**src/rtl/sram_client_sequencer.sv**
```systemverilog
// Runs the enabled SRAM clients one after another and muxes the shared SRAM bus.
// Define SEQ_TIMEOUT_EN to add a per-client watchdog that aborts a stuck sequence.
module sram_client_sequencer #(
    parameter int unsigned NUM_CLIENTS    = 3,
    parameter int unsigned ADDR_W         = 18,
    parameter int unsigned DATA_W         = 16,
    parameter int unsigned TIMEOUT_CYCLES = 50000000,
    localparam int unsigned CIDX_W        = (NUM_CLIENTS > 1) ? $clog2(NUM_CLIENTS) : 1
) (
    input  logic                          Clock,
    input  logic                          Resetn,
    input  logic                          Trigger,
    input  logic [NUM_CLIENTS-1:0]        Client_mask,
    output logic [NUM_CLIENTS-1:0]        Client_start,
    input  logic [NUM_CLIENTS-1:0]        Client_stop,
    input  logic [NUM_CLIENTS*ADDR_W-1:0] Client_SRAM_address,
    input  logic [NUM_CLIENTS*DATA_W-1:0] Client_SRAM_write_data,
    input  logic [NUM_CLIENTS-1:0]        Client_SRAM_we_n,
    input  logic [ADDR_W-1:0]             Idle_SRAM_address,
    output logic [ADDR_W-1:0]             SRAM_address,
    output logic [DATA_W-1:0]             SRAM_write_data,
    output logic                          SRAM_we_n,
    output logic                          Idle_enable,
    output logic                          Busy,
    output logic [CIDX_W-1:0]             Active_client,
    output logic                          Done,
    output logic                          Timeout_error
);

    typedef enum logic [1:0] {S_IDLE, S_LAUNCH, S_WAIT, S_DONE} state_e;

    state_e                  state_q, state_d;
    logic [CIDX_W-1:0]       idx_q, idx_d;
    logic [NUM_CLIENTS-1:0]  mask_q, mask_d;
    logic                    done_q, done_d;
    logic                    idle_en_q, idle_en_d;

    logic                    first_found, next_found;
    logic [CIDX_W-1:0]       first_idx, next_idx;
    logic [ADDR_W-1:0]       cl_addr;
    logic [DATA_W-1:0]       cl_data;
    logic                    cl_we_n;
    logic                    cl_stop;

`ifdef SEQ_TIMEOUT_EN
    localparam int unsigned     CNT_W    = (TIMEOUT_CYCLES > 1) ? $clog2(TIMEOUT_CYCLES) : 1;
    localparam logic [CNT_W-1:0] CNT_LAST = CNT_W'(TIMEOUT_CYCLES - 1);

    logic [CNT_W-1:0] wd_cnt_q, wd_cnt_d;
    logic             timeout_q, timeout_d;
`endif

    // Descending scan so the lowest qualifying bit is the one left standing.
    always_comb begin
        first_found = 1'b0;
        first_idx   = '0;
        next_found  = 1'b0;
        next_idx    = '0;
        for (int i = int'(NUM_CLIENTS) - 1; i >= 0; i--) begin
            if (Client_mask[i]) begin
                first_found = 1'b1;
                first_idx   = CIDX_W'(i);
            end
            if (mask_q[i] && (CIDX_W'(i) > idx_q)) begin
                next_found = 1'b1;
                next_idx   = CIDX_W'(i);
            end
        end
    end

    always_comb begin
        cl_addr = '0;
        cl_data = '0;
        cl_we_n = 1'b1;
        cl_stop = 1'b0;
        for (int i = 0; i < int'(NUM_CLIENTS); i++) begin
            if (idx_q == CIDX_W'(i)) begin
                cl_addr = Client_SRAM_address[i*ADDR_W +: ADDR_W];
                cl_data = Client_SRAM_write_data[i*DATA_W +: DATA_W];
                cl_we_n = Client_SRAM_we_n[i];
                cl_stop = Client_stop[i];
            end
        end
    end

    always_comb begin
        state_d   = state_q;
        idx_d     = idx_q;
        mask_d    = mask_q;
        done_d    = 1'b0;
        idle_en_d = idle_en_q;
`ifdef SEQ_TIMEOUT_EN
        wd_cnt_d  = wd_cnt_q;
        timeout_d = timeout_q;
`endif
        case (state_q)
            S_IDLE: begin
                if (Trigger) begin
                    mask_d    = Client_mask;
                    idle_en_d = 1'b0;
                    if (first_found) begin
                        idx_d   = first_idx;
                        state_d = S_LAUNCH;
                    end else begin
                        state_d = S_DONE;
                    end
                end
            end
            S_LAUNCH: begin
                state_d = S_WAIT;
`ifdef SEQ_TIMEOUT_EN
                wd_cnt_d = '0;
`endif
            end
            S_WAIT: begin
                // Stop wins over a watchdog expiry in the same cycle.
                if (cl_stop) begin
                    if (next_found) begin
                        idx_d   = next_idx;
                        state_d = S_LAUNCH;
                    end else begin
                        state_d = S_DONE;
                    end
                end
`ifdef SEQ_TIMEOUT_EN
                else if (wd_cnt_q == CNT_LAST) begin
                    timeout_d = 1'b1;
                    state_d   = S_DONE;
                end else begin
                    wd_cnt_d = wd_cnt_q + CNT_W'(1);
                end
`endif
            end
            S_DONE: begin
                done_d    = 1'b1;
                idle_en_d = 1'b1;
                state_d   = S_IDLE;
            end
            default: state_d = S_IDLE;
        endcase
    end

    always_ff @(posedge Clock or negedge Resetn) begin
        if (!Resetn) begin
            state_q   <= S_IDLE;
            idx_q     <= '0;
            mask_q    <= '0;
            done_q    <= 1'b0;
            idle_en_q <= 1'b1;
        end else begin
            state_q   <= state_d;
            idx_q     <= idx_d;
            mask_q    <= mask_d;
            done_q    <= done_d;
            idle_en_q <= idle_en_d;
        end
    end

`ifdef SEQ_TIMEOUT_EN
    always_ff @(posedge Clock or negedge Resetn) begin
        if (!Resetn) begin
            wd_cnt_q  <= '0;
            timeout_q <= 1'b0;
        end else begin
            wd_cnt_q  <= wd_cnt_d;
            timeout_q <= timeout_d;
        end
    end

    assign Timeout_error = timeout_q;
`else
    assign Timeout_error = 1'b0;
`endif

    always_comb begin
        Client_start = '0;
        for (int i = 0; i < int'(NUM_CLIENTS); i++) begin
            if ((state_q == S_LAUNCH) && (idx_q == CIDX_W'(i))) begin
                Client_start[i] = 1'b1;
            end
        end
    end

    assign Busy            = (state_q == S_LAUNCH) || (state_q == S_WAIT);
    assign Active_client   = Busy ? idx_q : '0;
    assign SRAM_address    = Busy ? cl_addr : Idle_SRAM_address;
    assign SRAM_write_data = Busy ? cl_data : '0;
    assign SRAM_we_n       = Busy ? cl_we_n : 1'b1;
    assign Done            = done_q;
    assign Idle_enable     = idle_en_q;

endmodule

```
**config.mk**
```make
export PLATFORM = sky130hd
export DESIGN_NAME = sram_client_sequencer
export DESIGN_NICKNAME = d
export VERILOG_FILES = /design/src/rtl/sram_client_sequencer.sv
export SDC_FILE = /design/constraint.sdc
export NUM_CORES = 1
export LEC_CHECK = 0
export BUFFER_PORTS_ARGS = -buffer_cell sky130_fd_sc_hd__buf_4
export CORE_AREA = 3 3 70 78
export DETAILED_ROUTE_END_ITERATION = 8
export DIE_AREA = 0 0 73 81
export GPL_TIMING_DRIVEN = 0
export PLACE_DENSITY = 0.84
export SYNTH_ARGS = -nofsm -noshare
export SYNTH_HDL_FRONTEND = slang
export SYNTH_SLANG_ARGS = --single-unit
```
**constraint.sdc**
```tcl
create_clock -name Clock -period 2.85 [get_ports Clock]
set_input_delay 0.57 -clock Clock [delete_from_list [all_inputs] [get_ports Clock]]
set_output_delay 0.57 -clock Clock [all_outputs]
set_load 0.02 [all_outputs]
```
After elaboration in Yosys (flattened, before gate mapping)
Index checks and enable logic that the tools add are counted.
- register bits: 9
- output and inout port bits: 44
- word-level logic and storage cells: 76
- order comparisons: 3
- reduce and logical (&&, ||, !) cells: 15
- mux-type cells: 44
- equality and inequality tests: 9
- operators with widths (operator ; count):
    two-way mux 18 bit ; 4
    two-way mux 16 bit ; 4
    two-way mux 2 bit ; 15
    two-way mux 1 bit ; 18
    inequality test 2 bit (second input constant) ; 4
    case mux 2 bit (4 select lines) ; 1
    == test 2 bit (second input constant) ; 3
    logical AND 1 bit ; 6
    AND reduction 2 bit ; 3
    AND reduction 5 bit ; 1
    == test 2 x 1 -> 1 bit (second input constant) ; 2
    greater-than comparator 1 x 2 -> 1 bit (first input constant) ; 2
    zero test 2 bit ; 2
    case mux 2 bit (2 select lines) ; 1
    nonzero test 2 bit ; 2
    greater-than comparator 2 bit (first input constant) ; 1
    case mux 1 bit (2 select lines) ; 1
    logical OR 1 bit ; 1

Longest topological paths before layout
Gate-level depths: netlist of run 1.
- depth after elaboration: 8
- gate-level depth with buffers: 7
- mapped depth without buffers: 6

Worst setup path after synthesis of run 1
OpenSTA, ideal clock, no wires.
- path type: flip-flop to output port
- from: register state_q[0]
- to: output SRAM_address[10]
- setup slack: 449 ps
- cell stages (with the launch flop): 7
- buffers on the path: 2
- data arrival time: 1831 ps
- required time: 2280 ps
- cells stage by stage: dfrtp_1 > inv_1 > ha_1 > clkbuf_1 > clkbuf_1 > nor2_1 > a21oi_1
- word-level cells in the longest chain between the ends: 3
- RTL lines (element ; line ; source):
    start, declared ; 32 ; state_e state_q, state_d;
    start signal, assigned ; 151 ; state_q <= state_d;
    == test 2 x 1 -> 1 bit or == test 2 bit (tied branches) ; 184 ; assign Busy = (state_q == S_LAUNCH) || (state_q == S_WAIT);
    logical OR 1 bit * ; 184 ;
    via Busy ; 24 ; output logic Busy,
    two-way mux 18 bit * ; 186 ; assign SRAM_address = Busy ? cl_addr : Idle_SRAM_address;
    end, declared ; 20 ; output logic [ADDR_W-1:0] SRAM_address,
The timed path passes the listed nets; every way through them passes the cells marked *.

Worst setup path in the final report of run 1
- from: register state_q[1]
- to: output SRAM_address[9]
- word-level cells in the longest chain between the ends: 3
- RTL lines (element ; line):
    == test 2 x 1 -> 1 bit or == test 2 bit (tied branches) ; 184
    logical OR 1 bit * ; 184
    two-way mux 18 bit * ; 186
Mark *: on every way between the ends. The rest lies on a longest branch, timed or not.

==> impl_metrics.py, run 1 <==
metrics = {
    "power_and_ir_drop": {
        "total_leakage_power_nw": 1.55,
        "finalPower_mw": 3.52,
        "ir_drop_uv": 753,
        "power.density_nw_per_um2": 1170,
    },
    "timing": {
        "hold_viol": 0,
        "timing.final.crit_share_pct": 93.6,
        "setup_ws_ns": 0.183,
        "skew_ns": 0.00195,
        "timing.final.crit_period_ns": 2.67,
        "fmax_ghz": 0.375,
        "finalMaxSlewViolations": 0,
        "fin_tns_setup_ns": 0,
        "worstMarginPinSlew_ns": 0.518,
        "grt_setup_unrepaired": "false",
        "setup_viol": 0,
        "hold_ws_ns": 0.150,
        "max_slew_margin_pct": 65.4,
    },
    "finish": {
        "finish.utilization_pct": 64.0,
        "fin_nets": 549,
        "final_area_um2": 3020,
        "multi_input_area_um2": 1260,
        "diodes": 0,
        "nFillCells": 424,
        "final_cells": 467,
        "ff_latch_area_um2": 201,
        "drive_above_1_share_pct": 48.2,
        "area_growth_pct": 88.9,
    },
    "yosys": {
        "yosysMostFrequentCell": "nor2_1",
        "ys_async_sr_fraction_pct": 100,
        "yosysWarnings": 0,
        "synth-edff-count": 0,
        "synthTopCellsByArea": "mux2i_1 (24%), a21oi_1 (12%), dfrtp_1 (11%), nor2_1 (9.9%), and2_1 (7.4%)",
        "netlist_area_um2": 1600,
        "yosysTopAreaCell": "mux2i_1",
        "postSynthCellCount": 234,
        "ys.flop_type": "dfrtp_1",
        "syn_area_per_cell_um2": 6.83,
        "ys_types": 29,
        "syn_nets": 371,
        "synthTopCellsByCount": "nor2_1 (42), mux2i_1 (38), a21oi_1 (37)",
        "yosysSeqAreaShare_pct": 12.6,
        "synth_top_area_share_pct": 23.8,
        "ys_seq_elements": 8,
    },
    "setup_path": {
        "crit_path_max_fanout": 11,
        "cp-end-kind": "output port",
        "crit_family": "buffers and inverters",
        "cp-startpoint": "state_q[1]",
        "required_ns": 2.28,
        "path_class": "register to output port",
        "path_cells": "inv_1 > ha_1 > clkbuf_2 > nor2_1 > a21oi_1 > buf_4",
        "cp.arrival_ns": 2.10,
        "start_kind": "register",
        "max_stage_delay_ns": 0.54,
        "critPathBufInv": 3,
        "reg2reg_from": "state_q[0]",
        "cpMaxStageDelayCell": "ha_1",
    },
    "run_status": {
        "status": "complete, no violations",
    },
    "global_routing": {
        "grt_overflow": 0,
        "grt_max_degree": 11,
        "antenna_found_initial": 0,
        "grt.total_usage_pct": 22.1,
        "grt_pass1_wl_mm": 10.5,
        "grt_pass1_vias": 2270,
    },
    "place": {
        "dp_slack_ns": 0.192,
        "io_buffers": 174,
        "place_area_um2": 2970,
        "dp_hpwl_mm": 5.88,
        "dp.cells": 464,
        "place_congestion": 0.867,
    },
    "run": {
        "maxCapViolCount": 0,
    },
    "clock_network": {
        "clk_latency_ns": 0.23,
        "htree_levels": 1,
        "clk_transition_reported_paths_ns": 0.04,
        "max-clock-path-buffers": 2,
        "cts_tree": "built",
        "cts_root_buf": "clkbuf_8",
        "clock-sinks": 8,
        "cts_hold_buf": 0,
        "cts_buffers": 3,
    },
    "detailed_routing": {
        "drt-total-wl_mm": 7.10,
        "vias": 2321,
        "wl_per_cell_um": 15.2,
        "viasPerCell": 4.97,
        "drc": 0,
        "dr.pass1.iters": 6,
        "ant_nets": 0,
        "first_iter_violations": 72,
    },
    "floorplan": {
        "dieArea_um2": 5910,
        "start_util_pct": 33.9,
        "pin_count": 176,
        "core-area_um2": 4720,
        "rows": 26,
        "die_w_um": 73,
        "die_h_um": 81,
    },
    "min_path": {
        "min_path_type": "input port to async pin",
    },
}
## layer usage
metal	track usage, %	vias up	wire length (um)
li1	-	1154	-
met1	23.9	1026	2600
met2	41.9	122	3630
met3	4.70	19	690
met4	7.20	0	183
met5	0	-	0
## registers in the layout, indices dropped and copies added, names as in the netlist
register and count:
idx_q 2, mask_q 2, state_q 2, Done 1, Idle_enable 1
## what timing repair did
item | CTS | global route
gates resized for setup | 1 | 3
setup endpoints to repair | 1 | 14
buffers inserted | 0 | 0
## power by group
group	switching [mW]	internal, mW	total (mW)
Sequential	0.0338	0.176	0.210
Combinational	1.81	1.35	3.16
Clock	0.0485	0.0973	0.146
## layout by cell type (no fill, tap or decap), drive strengths merged
cell / n
a22oi: 1
nor2b: 3
or3: 1
dfrtp: 7
o22ai: 1
buf: 187
dfstp: 1
and3b: 1
nand4b: 1
o221ai: 1
o21ai: 18
inv: 4
nand2b: 2
nor2: 42
nand2: 19
a31o: 1
and2: 19
ha: 5
mux2: 5
clkbuf: 12
nor3b: 1
nand3: 1
a21oi: 37
a22o: 2
mux2i: 38
conb: 1
## worst paths after layout
check	depth (start not counted)	slack, ns	end
setup reg to reg	7	1.10	idx_q[1]
max in group asynchronous	1	2.49	Idle_enable
setup / recovery	6	0.18	SRAM_address[9]
hold / removal	1	0.15	state_q[0]
hold reg to reg	2	0.52	Idle_enable
min in group Clock	2	0.52	Idle_enable
## layout make-up
cell class	count	area share (%)
Buffer	21	4.02
Clock buffer	4	1.49
Inverter	4	0.498
Multi-Input combinational cell	200	41.7
Sequential cell	8	6.67
Tap cell	56	2.32
Timing Repair Buffer	174	43.3
## cell families after synthesis
| kind of cell | Yosys count | synth area share, % |
|---|---|---|
| adders and majority gates | 5 | 3.92 |
| and+or+nand+nor | 90 | 26.3 |
| muxes | 43 | 27.3 |
| AOI/OAI and AO/OA | 61 | 21.0 |
| buffers and inverters | 26 | 8.61 |
| other | 1 | 0.235 |
| DFF | 8 | 12.6 |
Note: power is estimated with default switching activity, not from simulation.
==> inputs of run 2 (changes only) <==
--- a/config.mk
+++ b/config.mk
@@ -7,9 +7,11 @@
 export LEC_CHECK = 0
 export BUFFER_PORTS_ARGS = -buffer_cell sky130_fd_sc_hd__buf_4
 export CORE_AREA = 3 3 70 78
+export CTS_CLUSTER_DIAMETER = 200
 export DETAILED_ROUTE_END_ITERATION = 8
 export DIE_AREA = 0 0 73 81
 export GPL_TIMING_DRIVEN = 0
+export MAX_ROUTING_LAYER = met4
 export PLACE_DENSITY = 0.84
 export SYNTH_ARGS = -nofsm -noshare
 export SYNTH_HDL_FRONTEND = slang
==> run 2 against run 1 <==
Wire length shrank 0.56%; critical path depth is the same; first-iteration DRC count grew 11%; final cell count is the same; fmax grew 0.35%; sequential cell count is the same; setup slack gained 0.0093 ns; sequential share of layout area is the same; clock skew grew 0.00074 ns; largest cell class unchanged; combinational power is essentially flat; count of clock-buffer cells in the layout is the same.
==> impl_metrics.py, run 2 (synthesized netlist as in run 1, its figures left out) <==
metrics = {
    "global_routing": {
        "grt.total_usage_pct": 22.7,
        "grt_max_degree": 11,
        "grt_overflow": 0,
        "grt_pass1_wl_mm": 10.5,
        "grt_pass1_vias": 2274,
        "antenna_found_initial": 0,
    },
    "place": {
        "dp_hpwl_mm": 5.88,
        "dp.cells": 464,
        "place_congestion": 0.881,
        "io_buffers": 174,
        "dp_slack_ns": 0.192,
    },
    "clock_network": {
        "htree_levels": 1,
        "clock-sinks": 8,
        "cts_hold_buf": 0,
        "clk_latency_ns": 0.23,
        "clk_transition_reported_paths_ns": 0.04,
        "cts_tree": "built",
        "max-clock-path-buffers": 2,
        "cts_root_buf": "clkbuf_8",
        "cts_setup_buffers": 0,
        "cts_buffers": 3,
    },
    "setup_path": {
        "start_kind": "register",
        "cp-end-kind": "output port",
        "cp.arrival_ns": 2.09,
        "path_class": "register to output port",
        "crit_path_max_fanout": 11,
        "required_ns": 2.28,
    },
    "power_and_ir_drop": {
        "ir_drop_uv": 751,
        "p_int_mw": 1.62,
        "pwr-share-comb_pct": 89.9,
        "total_leakage_power_nw": 1.55,
        "power.density_nw_per_um2": 1160,
        "swShare_pct": 53.8,
        "seq_power_share_pct": 6.0,
        "p_clk_share_pct": 4.1,
        "switchingPower_mw": 1.89,
    },
    "finish": {
        "layout_commonest_cell": "buf_4",
        "fin_nets": 549,
        "finish.utilization_pct": 64.0,
        "area_growth_pct": 88.9,
        "drive_above_1_share_pct": 48.2,
        "final_cells": 467,
        "top_regs": "idx_q x2, mask_q x2, state_q x2",
        "layout_common_cells": "buf_4 (179), nor2_1 (42), mux2i_1 (38), a21oi_1 (37)",
        "diodes": 0,
    },
    "detailed_routing": {
        "ant_nets": 0,
        "first_iter_violations": 80,
        "drc": 0,
        "vias": 2328,
        "dr.pass1.iters": 4,
        "viasPerCell": 4.99,
        "drt-total-wl_mm": 7.06,
        "wl_per_cell_um": 15.1,
    },
    "timing": {
        "hold_ws_ns": 0.150,
        "timing.final.crit_share_pct": 93.2,
        "fin_tns_setup_ns": 0,
        "worstMarginPinSlew_ns": 0.523,
        "grt_setup_unrepaired": "false",
        "skew_ns": 0.00269,
        "setup_viol": 0,
        "finalMaxSlewViolations": 0,
        "fmax_ghz": 0.376,
        "timing.final.crit_period_ns": 2.66,
        "hold_viol": 0,
        "max_slew_margin_pct": 65.2,
        "setup_ws_ns": 0.193,
    },
    "floorplan": {
        "rows": 26,
        "core-area_um2": 4720,
        "die_w_um": 73,
        "pin_count": 176,
        "start_util_pct": 33.9,
        "dieArea_um2": 5910,
        "die_h_um": 81,
    },
    "run_status": {
        "status": "complete, no violations",
    },
    "run": {
        "maxCapViolCount": 0,
    },
    "min_path": {
        "min_path_type": "input port to async pin",
    },
}
[run 2: timing repair]
item                                   CTS  global route
resized for setup                        1             3
endpoints found under the hold margin    0             0
setup endpoints to repair                1            14
pin swaps                                0             0
[run 2: final cells by class]
type / instances / area [um^2]
Timing Repair Buffer: 174 / 1310
Sequential cell: 8 / 201
Buffer: 21 / 121
Clock buffer: 4 / 45.0
Inverter: 4 / 15.0
Multi-Input combinational cell: 200 / 1260
Fill cell: 424 / 1700
Tap cell: 56 / 70.1
[run 2: layer usage]
metal	GRT usage [%]	vias up	wire length, um
met5	-	-	0
met1	25.1	1030	2610
met2	41.6	128	3650
li1	-	1153	-
met3	3.22	17	621
met4	7.20	0	175
[run 2: final timing paths]
kind                       startpoint              end  slack [ns]  cells past startpoint
min                            Resetn       state_q[0]        0.15                      1
max reg2reg                state_q[0]         idx_q[1]        1.10                      7
min reg2reg                 mask_q[1]        mask_q[1]        0.52                      1
max                        state_q[1]  SRAM_address[9]        0.19                      6
max in group asynchronous      Resetn      Idle_enable        2.49                      1
min in group Clock          mask_q[1]        mask_q[1]        0.52                      1
[run 2: worst max-delay path: stages (launching register included)]
cell      delay, ns
dfrtp_1        0.38
inv_1          0.10
ha_1           0.53
clkbuf_2       0.31
nor2_1         0.08
a21oi_1        0.25
buf_4          0.20
[run 2: power by group through the flow]
stage	clock, mW	sequential (mW)	combinational (mW)
after floorplan	0	0.220	1.92
after global placement	0	0.206	3.12
after detailed placement	0	0.212	3.16
after CTS	0.147	0.211	3.18
after global routing	0.154	0.216	3.41
final	0.146	0.209	3.16
[run 2: metrics by stage]
step | power, mW | instance area (um^2)
after floorplan | 2.14 | 1600
after global placement | 3.33 | 2970
after detailed placement | 3.37 | 2970
after CTS | 3.53 | 3020
after global routing | 3.78 | 3020
final | 3.51 | 3020
